## config.mk

```make
export PLATFORM = sky130hd
export DESIGN_NAME = imem_arbiter
export DESIGN_NICKNAME = d
export VERILOG_FILES = /design/src/rtl/imem_arbiter.sv
export SDC_FILE = /design/constraint.sdc
export NUM_CORES = 1
export LEC_CHECK = 0
export ABC_AREA = 0
export CAP_MARGIN = 30
export CORE_ASPECT_RATIO = 0.9
export CORE_MARGIN = 3
export CORE_UTILIZATION = 39
export DETAILED_ROUTE_END_ITERATION = 7
export PLACE_DENSITY = 0.9
export SETUP_SLACK_MARGIN = 0.3
export SYNTH_ARGS = -nofsm -noshare
export SYNTH_HDL_FRONTEND = slang
export SYNTH_SLANG_ARGS = --single-unit
export TNS_END_PERCENT = 5
```

## constraint.sdc

```tcl
create_clock -name clk -period 4.6 [get_ports clk]
set_input_delay 0.69 -clock clk [delete_from_list [all_inputs] [get_ports clk]]
set_output_delay 0.69 -clock clk [all_outputs]
set_load 0.02 [all_outputs]
```

## src/rtl/imem_arbiter.sv

```systemverilog
// imem_arbiter: shares one combinational instruction-memory read port between
// two valid/ready requesters (0 = CPU fetch, 1 = pattern-matching peripheral).
// Ties go round-robin. Each requester has a one-entry registered response slot,
// so back-pressure on one response path stalls only that requester.
//
// Ports:
//   clk, reset_n                 clock, asynchronous active-low reset
//   reqN_valid/addr/ready        request handshake (ready = grant, combinational)
//   rspN_valid/data/err/ready    registered response slot
//   mem_en, mem_addr, mem_data   shared memory read port (data is combinational)
//
// Optional feature: define IMEM_ARB_ALIGN_CHK_EN to flag misaligned requests.
// They are granted but not read from memory, and respond with err = 1, data = 0.
// Without the macro, err is always 0 and misaligned addresses pass through.
module imem_arbiter #(
  parameter int unsigned ADDR_W = 32,
  parameter int unsigned DATA_W = 32
) (
  input  logic              clk,
  input  logic              reset_n,
  input  logic              req0_valid,
  input  logic [ADDR_W-1:0] req0_addr,
  output logic              req0_ready,
  output logic              rsp0_valid,
  output logic [DATA_W-1:0] rsp0_data,
  output logic              rsp0_err,
  input  logic              rsp0_ready,
  input  logic              req1_valid,
  input  logic [ADDR_W-1:0] req1_addr,
  output logic              req1_ready,
  output logic              rsp1_valid,
  output logic [DATA_W-1:0] rsp1_data,
  output logic              rsp1_err,
  input  logic              rsp1_ready,
  output logic              mem_en,
  output logic [ADDR_W-1:0] mem_addr,
  input  logic [DATA_W-1:0] mem_data
);

  logic              elig0, elig1, gnt0, gnt1, misalign;
  logic [ADDR_W-1:0] gnt_addr;
  logic [DATA_W-1:0] rd_data;

  // 0: requester 0 was granted last; 1: requester 1 (or nothing since reset).
  logic              last_grant_q, last_grant_d;
  logic              rsp0_valid_q, rsp0_valid_d, rsp1_valid_q, rsp1_valid_d;
  logic [DATA_W-1:0] rsp0_data_q, rsp0_data_d, rsp1_data_q, rsp1_data_d;
  logic              rsp0_err_q, rsp0_err_d, rsp1_err_q, rsp1_err_d;

  always_comb begin
    // A slot is free if empty or being drained in this same cycle.
    elig0 = req0_valid && (!rsp0_valid_q || rsp0_ready);
    elig1 = req1_valid && (!rsp1_valid_q || rsp1_ready);
    // Gate with reset_n so no grant is visible while held in reset.
    gnt0  = reset_n && elig0 && (!elig1 || last_grant_q);
    gnt1  = reset_n && elig1 && (!elig0 || !last_grant_q);

    gnt_addr = '0;
    if (gnt0) begin
      gnt_addr = req0_addr;
    end else if (gnt1) begin
      gnt_addr = req1_addr;
    end

`ifdef IMEM_ARB_ALIGN_CHK_EN
    misalign = (gnt0 || gnt1) && (gnt_addr[1:0] != 2'b00);
`else
    misalign = 1'b0;
`endif

    mem_en   = (gnt0 || gnt1) && !misalign;
    mem_addr = gnt_addr;
    rd_data  = misalign ? '0 : mem_data;

    req0_ready = gnt0;
    req1_ready = gnt1;
  end

  always_comb begin
    last_grant_d = last_grant_q;
    rsp0_valid_d = rsp0_valid_q;
    rsp0_data_d  = rsp0_data_q;
    rsp0_err_d   = rsp0_err_q;
    rsp1_valid_d = rsp1_valid_q;
    rsp1_data_d  = rsp1_data_q;
    rsp1_err_d   = rsp1_err_q;

    if (gnt0) begin
      last_grant_d = 1'b0;
    end else if (gnt1) begin
      last_grant_d = 1'b1;
    end

    // A new grant wins over a simultaneous consume: slot stays full with new data.
    if (gnt0) begin
      rsp0_valid_d = 1'b1;
      rsp0_data_d  = rd_data;
      rsp0_err_d   = misalign;
    end else if (rsp0_ready) begin
      rsp0_valid_d = 1'b0;
    end

    if (gnt1) begin
      rsp1_valid_d = 1'b1;
      rsp1_data_d  = rd_data;
      rsp1_err_d   = misalign;
    end else if (rsp1_ready) begin
      rsp1_valid_d = 1'b0;
    end
  end

  always_ff @(posedge clk or negedge reset_n) begin
    if (!reset_n) begin
      last_grant_q <= 1'b1;
      rsp0_valid_q <= 1'b0;
      rsp0_data_q  <= '0;
      rsp0_err_q   <= 1'b0;
      rsp1_valid_q <= 1'b0;
      rsp1_data_q  <= '0;
      rsp1_err_q   <= 1'b0;
    end else begin
      last_grant_q <= last_grant_d;
      rsp0_valid_q <= rsp0_valid_d;
      rsp0_data_q  <= rsp0_data_d;
      rsp0_err_q   <= rsp0_err_d;
      rsp1_valid_q <= rsp1_valid_d;
      rsp1_data_q  <= rsp1_data_d;
      rsp1_err_q   <= rsp1_err_d;
    end
  end

  assign rsp0_valid = rsp0_valid_q;
  assign rsp0_data  = rsp0_data_q;
  assign rsp0_err   = rsp0_err_q;
  assign rsp1_valid = rsp1_valid_q;
  assign rsp1_data  = rsp1_data_q;
  assign rsp1_err   = rsp1_err_q;

endmodule
```

==> out/qor.yml, run 1 <==
outcome: "finished, final reports clean"
stdcell_count: 566
dp.cells: 550
tightestPinTransition_ps: 976
dp_slack_ps: 718
viasPerCell: 5.00
ys.flop_type: "dfrtp_1"
ff2ff_path_depth: 4
clock_path_buffers: 2
critPathCapture: "mem_addr[14]"
grt_pass1_vias: 2963
synth_xor_area_share_pct: 0
core_um2: 7690
drt_iter0_drc: 107
synth_fa_ha_area_share_pct: 0
numPortBuffers: 202
cts_sinks: 67
synth.distinct_cells: 26
die_y_um: 91.2
ir_worst_vdd_v: 0.000396
fin_ws_ps: 717
ys_top_cells_by_area: "dfrtp_1 53%, mux2_2 20%, nand2_1 8.0%"
synth_top_area_share_pct: 52.5
clock-root-buffer: "clkbuf_8"
async_flop_share_pct: 100
area_growth_pct: 70.2
cp.required_ps: 3910
p_total_mw: 2.36
worst_r2r_startpoint: "rsp0_valid"
drc_errors: 0
drv_cap: 0
start_kind: "input pin"
synth_compound_area_share_pct: 8.59
crit_type: "input pin to output pin"
drive_gt1_share_pct: 17.9
path_clk_slew_ps: 70
ys_ff_latch: 67
fmax_ghz: 0.258
firstDrtPassIters: 4
path_cells: "clkdlybuf4s50_1, nor2b_1, a211o_1, o22ai_1, clkdlybuf4s50_1"
cts_hold_buf: 0
die_area_um2: 9180
crit_path_end_kind: "output pin"
diodes: 0
reg2reg_to: "rsp1_data[25]"
rsz0062_at_grt: "false"
slowest_delay_ps: 830
p_leak_nw: 2.17
r2r_slack_ps: 2580
synth_most_common_cell: "nand2_1"
synth_mux_area_share_pct: 23.3
start_util_pct: 40.9
period_share_pct: 84.4
post-route-min-period_ps: 3880
cts_setup_buffers: 0
power_density_nw_per_um2: 441
nets: 567
cp_max_fo: 32
final_max_slew_viol_count: 0
ys_top_cells_by_count: "67 x nand2_1, 66 x dfrtp_1, 57 x mux2_2"
cpMaxStageDelayCell: "a211o_1"
whs_ps: 377
yosys.area_share.simple_pct: 9.31
synth_cells: 272
antenna_found_initial: 0
track_usage_pct: 20.8
cts_resized: 0
clock_latency_ps: 330
arrival_ps: 3190
cts_buffers: 9
hold_violations: 0
synth-edff-count: 0
fp.dieW_um: 101
io_pins: 205
cp.depth: 5
final.fill_count: 538
overflow: 0
cpMostUsedCell: "clkdlybuf4s50_1"
wl_per_cell_um: 17.1
synth_top_cell_by_area: "dfrtp_1"
routed_wirelength_mm: 9.69
yosysSeqAreaShare_pct: 53.3
avgSynthCellArea_um2: 11.6
fin_setup_tns_ps: 0
h-tree-depth: 3
num_rows: 30
skew_ps: 7.35
synth_top_family_by_area: "multiplexers"
ant_nets: 0
grt_pass1_wl_mm: 15.1
grt_max_degree: 71
critPathTopFamily: "buffers and inverters"
hp-class: "input pin to asynchronous set/reset pin"
vias: 2832
slew_headroom_pct: 35.0
mappedNetlistArea_um2: 3150
startpoint: "req1_valid"
tritoncts: "done"
dpl.hpwl_mm: 7.22
place.gp.congestion: 0.731
final-setup-viol-count: 0
yosysWarnings: 0
crit_buf_inv: 2
[how the worst min path moves through the flow]
stage	slack, ps	endpoint	cells past startpoint	from
2_1_floorplan	390	rsp0_data[0]	0	reset_n
3_3_place_gp	470	rsp0_data[1]	1	rsp0_data[1]
3_5_place_dp	480	rsp0_data[0]	1	rsp0_data[0]
4_1_cts	370	rsp1_valid	1	reset_n
5_1_grt	390	rsp1_valid	1	reset_n
6_report	380	rsp1_valid	1	reset_n
[metrics by stage]
stage	util, %	instance area [µm²]
6_report	69.6	5360
5_1_grt	69.6	5360
4_1_cts	69.6	5360
3_5_place_dp	67.0	5150
3_3_place_gp	67.0	5150
2_1_floorplan	-	3150
[logic make-up after synthesis]
| family | count (synthesis) |
|---|---|
| flops | 67 |
| simple gates | 74 |
| compound gates | 40 |
| mux | 64 |
| other cells | 1 |
| buf+inv | 26 |
[cells in the final DEF (no fill, tap or decap), types with 2 or more instances in the layout]
master and instances:
a21oi_1 2, buf_4 5, clkbuf_8 10, clkdlybuf4s50_1 201, clkinv_2 2, clkinvlp_4 2, conb_1 2, dfrtp_1 66
mux2_1 4, mux2_2 57, mux2_4 3, nand2_1 67, nor2b_1 3, o22ai_1 32
[worst reg2reg max path: cells and delay by family (launching register included)]
kind	cells	cell delay, ps
flip-flops	1	360
AND/OR/NAND/NOR	1	470
AO/OA/AOI/OAI	1	260
buffers and inverters	1	410
multiplexers	1	410
[power breakdown]
group | switching (mW) | leakage, nW | internal [mW] | total, mW
Combinational | 0.481 | 1.29 | 0.544 | 1.03
Clock | 0.226 | 0.0987 | 0.265 | 0.491
Sequential | 0.0887 | 0.787 | 0.754 | 0.842
Total | 0.797 | 2.17 | 1.56 | 2.36
[flip-flops by register name (all words and copies together), names as in the netlist]
name          count
rsp0_valid        1
last_grant_q      1
rsp1_data        32
rsp0_data        32
rsp1_valid        1
[metal layers]
layer	global-route usage [%]	wire length, µm
met5	0	0
met4	6.29	147
met1	21.2	3310
met2	36.6	4910
met3	10.8	1330
[cell type report]
class / instances / area [µm²] / share of cell area [%]
Multi-Input combinational cell: 180 / 1300 / 24.3
Inverter: 1 / 3.75 / 0.0701
Clock inverter: 6 / 63.8 / 1.19
Tap cell: 96 / 120 / 2.24
Timing Repair Buffer: 206 / 2050 / 38.3
Clock buffer: 10 / 138 / 2.57
Sequential cell: 67 / 1680 / 31.3
No activity file was read; power rests on OpenSTA's default activity.
==> run 2, diff against run 1 <==
Settings changed: CORE_UTILIZATION 39 to 36, PLACE_DENSITY 0.9 to 0.84.
Clock period 4.6 ns to 4 ns, I/O delays scaled along.
==> run 2 against run 1 <==
  * Routed wire length up 1.2%
  * Clock skew decreased by 2.6 ps
  * Clock power increased by 13%
  * Total power grew 14%
  * Register-to-register slack worse by 450 ps
  * Non-clock buffer count grew 4
  * Core utilization shrank 4.1 points
  * Global-route usage shrank 1.5 points
  * Flip-flop and latch count is the same
  * Hold slack got worse by 180 ps
  * Largest power group unchanged
==> out/qor.yml, run 2 (synthesis gave the netlist of run 1 again) <==
multi_input_area_um2: 1300  # about the same
crit_path_end_kind: "output pin"
final-setup-viol-count: 0  # unchanged
track_usage_pct: 19.4  # -1.5 points
dp_slack_ps: 262  # -456 ps
viasPerCell: 4.87  # -2.6%
grt_pass1_vias: 2889  # -2.5%
path_cells: "clkdlybuf4s50_1, nor2b_1, a211o_2, o22ai_1, clkdlybuf4s50_1"
grt_max_degree: 42  # -41%
reg2reg_to: "rsp0_data[30]"
hp-class: "input pin to asynchronous set/reset pin"
rsz0062_at_grt: "false"
outcome: "finished, final reports clean"
final_common_cell: "clkdlybuf4s50_1"
final_cell_mix: "201 x clkdlybuf4s50_1, 67 x nand2_1, 66 x dfrtp_1, 57 x mux2_2, 32 x o22ai_1"
overflow: 0  # unchanged
final_max_slew_viol_count: 0  # unchanged
drc_errors: 0  # unchanged
register_area_um2: 1680  # unchanged
tritoncts: "done"
ant_nets: 0  # unchanged
wl_per_cell_um: 16.7  # -2.8%
worst_r2r_startpoint: "last_grant_q"
antenna_found_initial: 0  # unchanged
diodes: 0  # unchanged
power_density_nw_per_um2: 498  # +13%
final.fill_count: 663  # +23%
vias: 2869  # +1.3%
arrival_ps: 2850  # -340 ps
fp.dieW_um: 105  # +3.8%
place.gp.congestion: 0.759  # +3.8%
firstDrtPassIters: 4  # unchanged
area_growth_pct: 72.0
whs_ps: 197  # -181 ps
r2r_slack_ps: 2130  # -450 ps
fin_setup_tns_ps: 0  # unchanged
p_leak_nw: 2.20  # +1.0%
numPortBuffers: 202  # unchanged
num_rows: 31  # +3.3%
p_total_mw: 2.69  # +14%
crit_buf_inv: 2  # unchanged
start_kind: "input pin"
ff2ff_path_depth: 4  # unchanged
slew_headroom_pct: 62.7  # +28 points
cts_sinks: 67  # unchanged
drive_gt1_share_pct: 18.8  # +0.90 points
io_pins: 205  # unchanged
cts_hold_buf: 0  # unchanged
fmax_ghz: 0.290
h-tree-depth: 3  # unchanged
post-route-min-period_ps: 3450
path_clk_slew_ps: 70  # about the same
clock-root-buffer: "clkbuf_8"
critPathTopFamily: "buffers and inverters"
grt_pass1_wl_mm: 15.2  # +1.2%
tightestPinTransition_ps: 559  # -417 ps
crit_type: "input pin to output pin"
slowest_delay_ps: 650  # -180 ps
cp.required_ps: 3400  # -510 ps
clock_path_buffers: 2  # unchanged
cpMostUsedCell: "clkdlybuf4s50_1"
clock_latency_ps: 340  # about the same
drv_cap: 0  # unchanged
nets: 571  # +0.71%
die_y_um: 94.7  # +3.8%
period_share_pct: 86.2
cp_max_fo: 32  # unchanged
drt_iter0_drc: 114  # +6.5%
cts_setup_buffers: 0  # unchanged
cpMaxStageDelayCell: "clkdlybuf4s50_1"
fin_ws_ps: 551  # -166 ps
die_area_um2: 9900  # +7.8%
skew_ps: 4.78  # -2.58 ps
start_util_pct: 38.1  # -2.8 points
ir_worst_vdd_v: 0.000303  # -23%
core_um2: 8260  # +7.4%
routed_wirelength_mm: 9.81  # +1.2%
cts_buffers: 9  # unchanged
hold_violations: 0  # unchanged
dpl.hpwl_mm: 7.52  # +4.1%
run 2: through the flow:
step / instances / util (%) / instance area, µm²
floorplan: 273 / - / 3150
global placement: 573 / 63.0 / 5210
detailed placement: 573 / 63.0 / 5210
CTS: 589 / 65.5 / 5410
global route: 589 / 65.5 / 5410
finish: 589 / 65.5 / 5410
run 2: final cells by class:
class                      count  area share [%]
sequential                    67            31.0
inverter                       1          0.0694
clock buffer                   9            2.29
timing repair buffer         210            38.4
multi-input combinational    180            24.1
clock inverter                 7            1.41
tap                          115            2.66
run 2: worst max-delay path by stage:
stage | from | endpoint | slack (ps) | depth (start not counted)
2_1_floorplan | rsp1_ready | mem_addr[10] | 1670 | 5
3_3_place_gp | req1_valid | mem_addr[24] | 340 | 5
3_5_place_dp | req1_valid | mem_addr[24] | 260 | 5
4_1_cts | rsp1_ready | mem_addr[24] | 560 | 5
5_1_grt | rsp1_ready | mem_addr[25] | 470 | 5
6_report | req1_valid | mem_addr[25] | 550 | 5
run 2: what timing repair did:
action	CTS	global route
gates resized for setup	1	0
endpoints found under the hold margin	0	0
setup endpoints to repair	5	0
run 2: power by group:
part	internal [mW]	switching, mW
combinational	0.629	0.546
clock	0.293	0.263
sequential	0.866	0.0952
total	1.79	0.904
run 2: per-layer routing:
metal  GRT usage (%)  share of wire [%]
met2            32.4                 51
met5               0                  0
met4            4.65                1.1
met1            23.1                 39
met3            8.61                9.1
==> run 3, diff against run 2 <==
Settings changed: CORE_MARGIN 3 to 4.
==> run 3 against run 2 <==
  * Clock-buffer cell count is 1 higher
  * Routed wire length is 1.7% higher
  * Critical path type unchanged
  * Clock skew is 6.7 ps higher
  * Fmax is 1.3% higher
  * Final cell count is 0.34% higher
  * Worst setup slack better by 44 ps
  * Critical path depth stayed put
==> out/qor.yml, run 3 (synthesis gave the netlist of run 1 again) <==
outcome: "finished, final reports clean"
register_area_um2: 1680  # unchanged
ant_nets: 0  # unchanged
wl_per_cell_um: 16.9  # +1.4%
r2r_slack_ps: 2090  # -40 ps
cts_buffers: 9  # unchanged
nets: 569  # -0.35%
power_density_nw_per_um2: 510  # +2.6%
viasPerCell: 4.80  # -1.5%
core_um2: 8530  # +3.2%
ir_worst_vdd_v: 0.000316  # +4.5%
cts_hold_buf: 0  # unchanged
hold_violations: 0  # unchanged
crit_path_end_kind: "output pin"
worst_r2r_startpoint: "last_grant_q"
post_dp_cell_area_um2: 5200  # -0.19%
antenna_found_initial: 0  # unchanged
final_common_cell: "clkdlybuf4s50_1"
grt_pass1_vias: 3018  # +4.5%
final_cell_mix: "201 x clkdlybuf4s50_1, 67 x nand2_1, 66 x dfrtp_1, 57 x mux2_2, 32 x o22ai_1"
p_total_mw: 2.77  # +2.8%
post-route-min-period_ps: 3400  # -44.3 ps
diodes: 0  # unchanged
start_util_pct: 36.9  # -1.2 points
die_area_um2: 10300  # +4.1%
place.gp.congestion: 0.859  # +13%
track_usage_pct: 19.5  # +0.14 points
firstDrtPassIters: 4  # unchanged
drt_iter0_drc: 136  # +19%
die_y_um: 96.7  # +2.1%
h-tree-depth: 3  # unchanged
area_growth_pct: 72.4
cp.required_ps: 3400  # about the same
overflow: 0  # unchanged
final.fill_count: 691  # +4.2%
num_rows: 32  # +3.2%
numPortBuffers: 202  # unchanged
p_leak_nw: 2.20  # about the same
drv_cap: 0  # unchanged
crit_type: "input pin to output pin"
grt_max_degree: 62  # +48%
drive_gt1_share_pct: 18.2  # -0.56 points
cp_max_fo: 32  # unchanged
arrival_ps: 2800  # -50 ps
fp.dieW_um: 107  # +1.9%
fmax_ghz: 0.294  # +1.3%
reg2reg_to: "rsp0_data[27]"
hp-class: "input pin to asynchronous set/reset pin"
rsz0062_at_grt: "false"
routed_wirelength_mm: 9.98  # +1.7%
tightestPinTransition_ps: 760  # +201 ps
fin_setup_tns_ps: 0  # unchanged
start_kind: "input pin"
slew_headroom_pct: 49.3  # -13 points
clock-root-buffer: "clkbuf_8"
io_pins: 205  # unchanged
clock_path_buffers: 2  # unchanged
skew_ps: 11.5  # +6.74 ps
dpl.hpwl_mm: 7.54  # +0.34%
vias: 2835  # -1.2%
multi_input_area_um2: 1300  # unchanged
final_max_slew_viol_count: 0  # unchanged
clock_latency_ps: 330  # about the same
path_clk_slew_ps: 70  # about the same
tritoncts: "done"
period_share_pct: 85.1  # -1.1 points
final-setup-viol-count: 0  # unchanged
drc_errors: 0  # unchanged
grt_pass1_wl_mm: 15.9  # +4.5%
cts_sinks: 67  # unchanged
ff2ff_path_depth: 4  # unchanged
final_area_um2: 5420  # +0.23%
cts_setup_buffers: 0  # unchanged
run 3: what timing repair did:
action	in CTS	in global routing
hold endpoints to repair	0	0
setup endpoints to repair	1	0
resized for setup	1	0
run 3: per-stage QoR:
step | utilization [%] | setup WS [ps] | std cells | hold slack (ps)
2_1_floorplan | - | 1670 | 273 | 304
3_3_place_gp | 60.9 | 354 | 575 | 469
3_5_place_dp | 60.9 | 303 | 575 | 478
4_1_cts | 63.6 | 597 | 591 | 211
5_1_grt | 63.6 | 460 | 591 | 220
6_report | 63.6 | 596 | 591 | 234
run 3: critical path, cell delays in order:
cell and delay, ps:
clkdlybuf4s50_1 390, nand2b_1 280, a211o_2 590, o22ai_1 290, clkdlybuf4s50_1 640
run 3: layout make-up:
class | instances | area share [%]
clock buffers | 10 | 2.35
inverters | 1 | 0.0692
repair buffers | 208 | 38.1
clock inverters | 6 | 1.75
well taps | 119 | 2.75
multi-input cells | 180 | 24.0
flip-flops and latches | 67 | 30.9
run 3: worst max path at each step:
stage	startpoint	to	slack, ps	cells past startpoint
floorplan	rsp1_ready	mem_addr[10]	1670	5
global placement	req1_valid	mem_addr[21]	350	5
detailed placement	req1_valid	mem_addr[21]	300	5
CTS	req1_valid	mem_addr[21]	600	5
global route	req1_valid	mem_addr[23]	460	5
finish	rsp1_ready	mem_addr[21]	600	5
run 3: where the power goes:
part | total, mW | internal [mW] | switching [mW]
Combinational | 1.18 | 0.628 | 0.548
Clock | 0.628 | 0.359 | 0.269
Sequential | 0.964 | 0.866 | 0.0974
Total | 2.77 | 1.85 | 0.914
run 3: layer usage:
| metal | up-vias | part of all wire (%) | track usage, % |
|---|---|---|---|
| li1 | 1330 | - | - |
| met4 | 0 | 1.7 | 4.03 |
| met5 | - | 0 | 0 |
| met2 | 120 | 50 | 34.0 |
| met1 | 1369 | 38 | 22.0 |
| met3 | 16 | 9.4 | 8.81 |
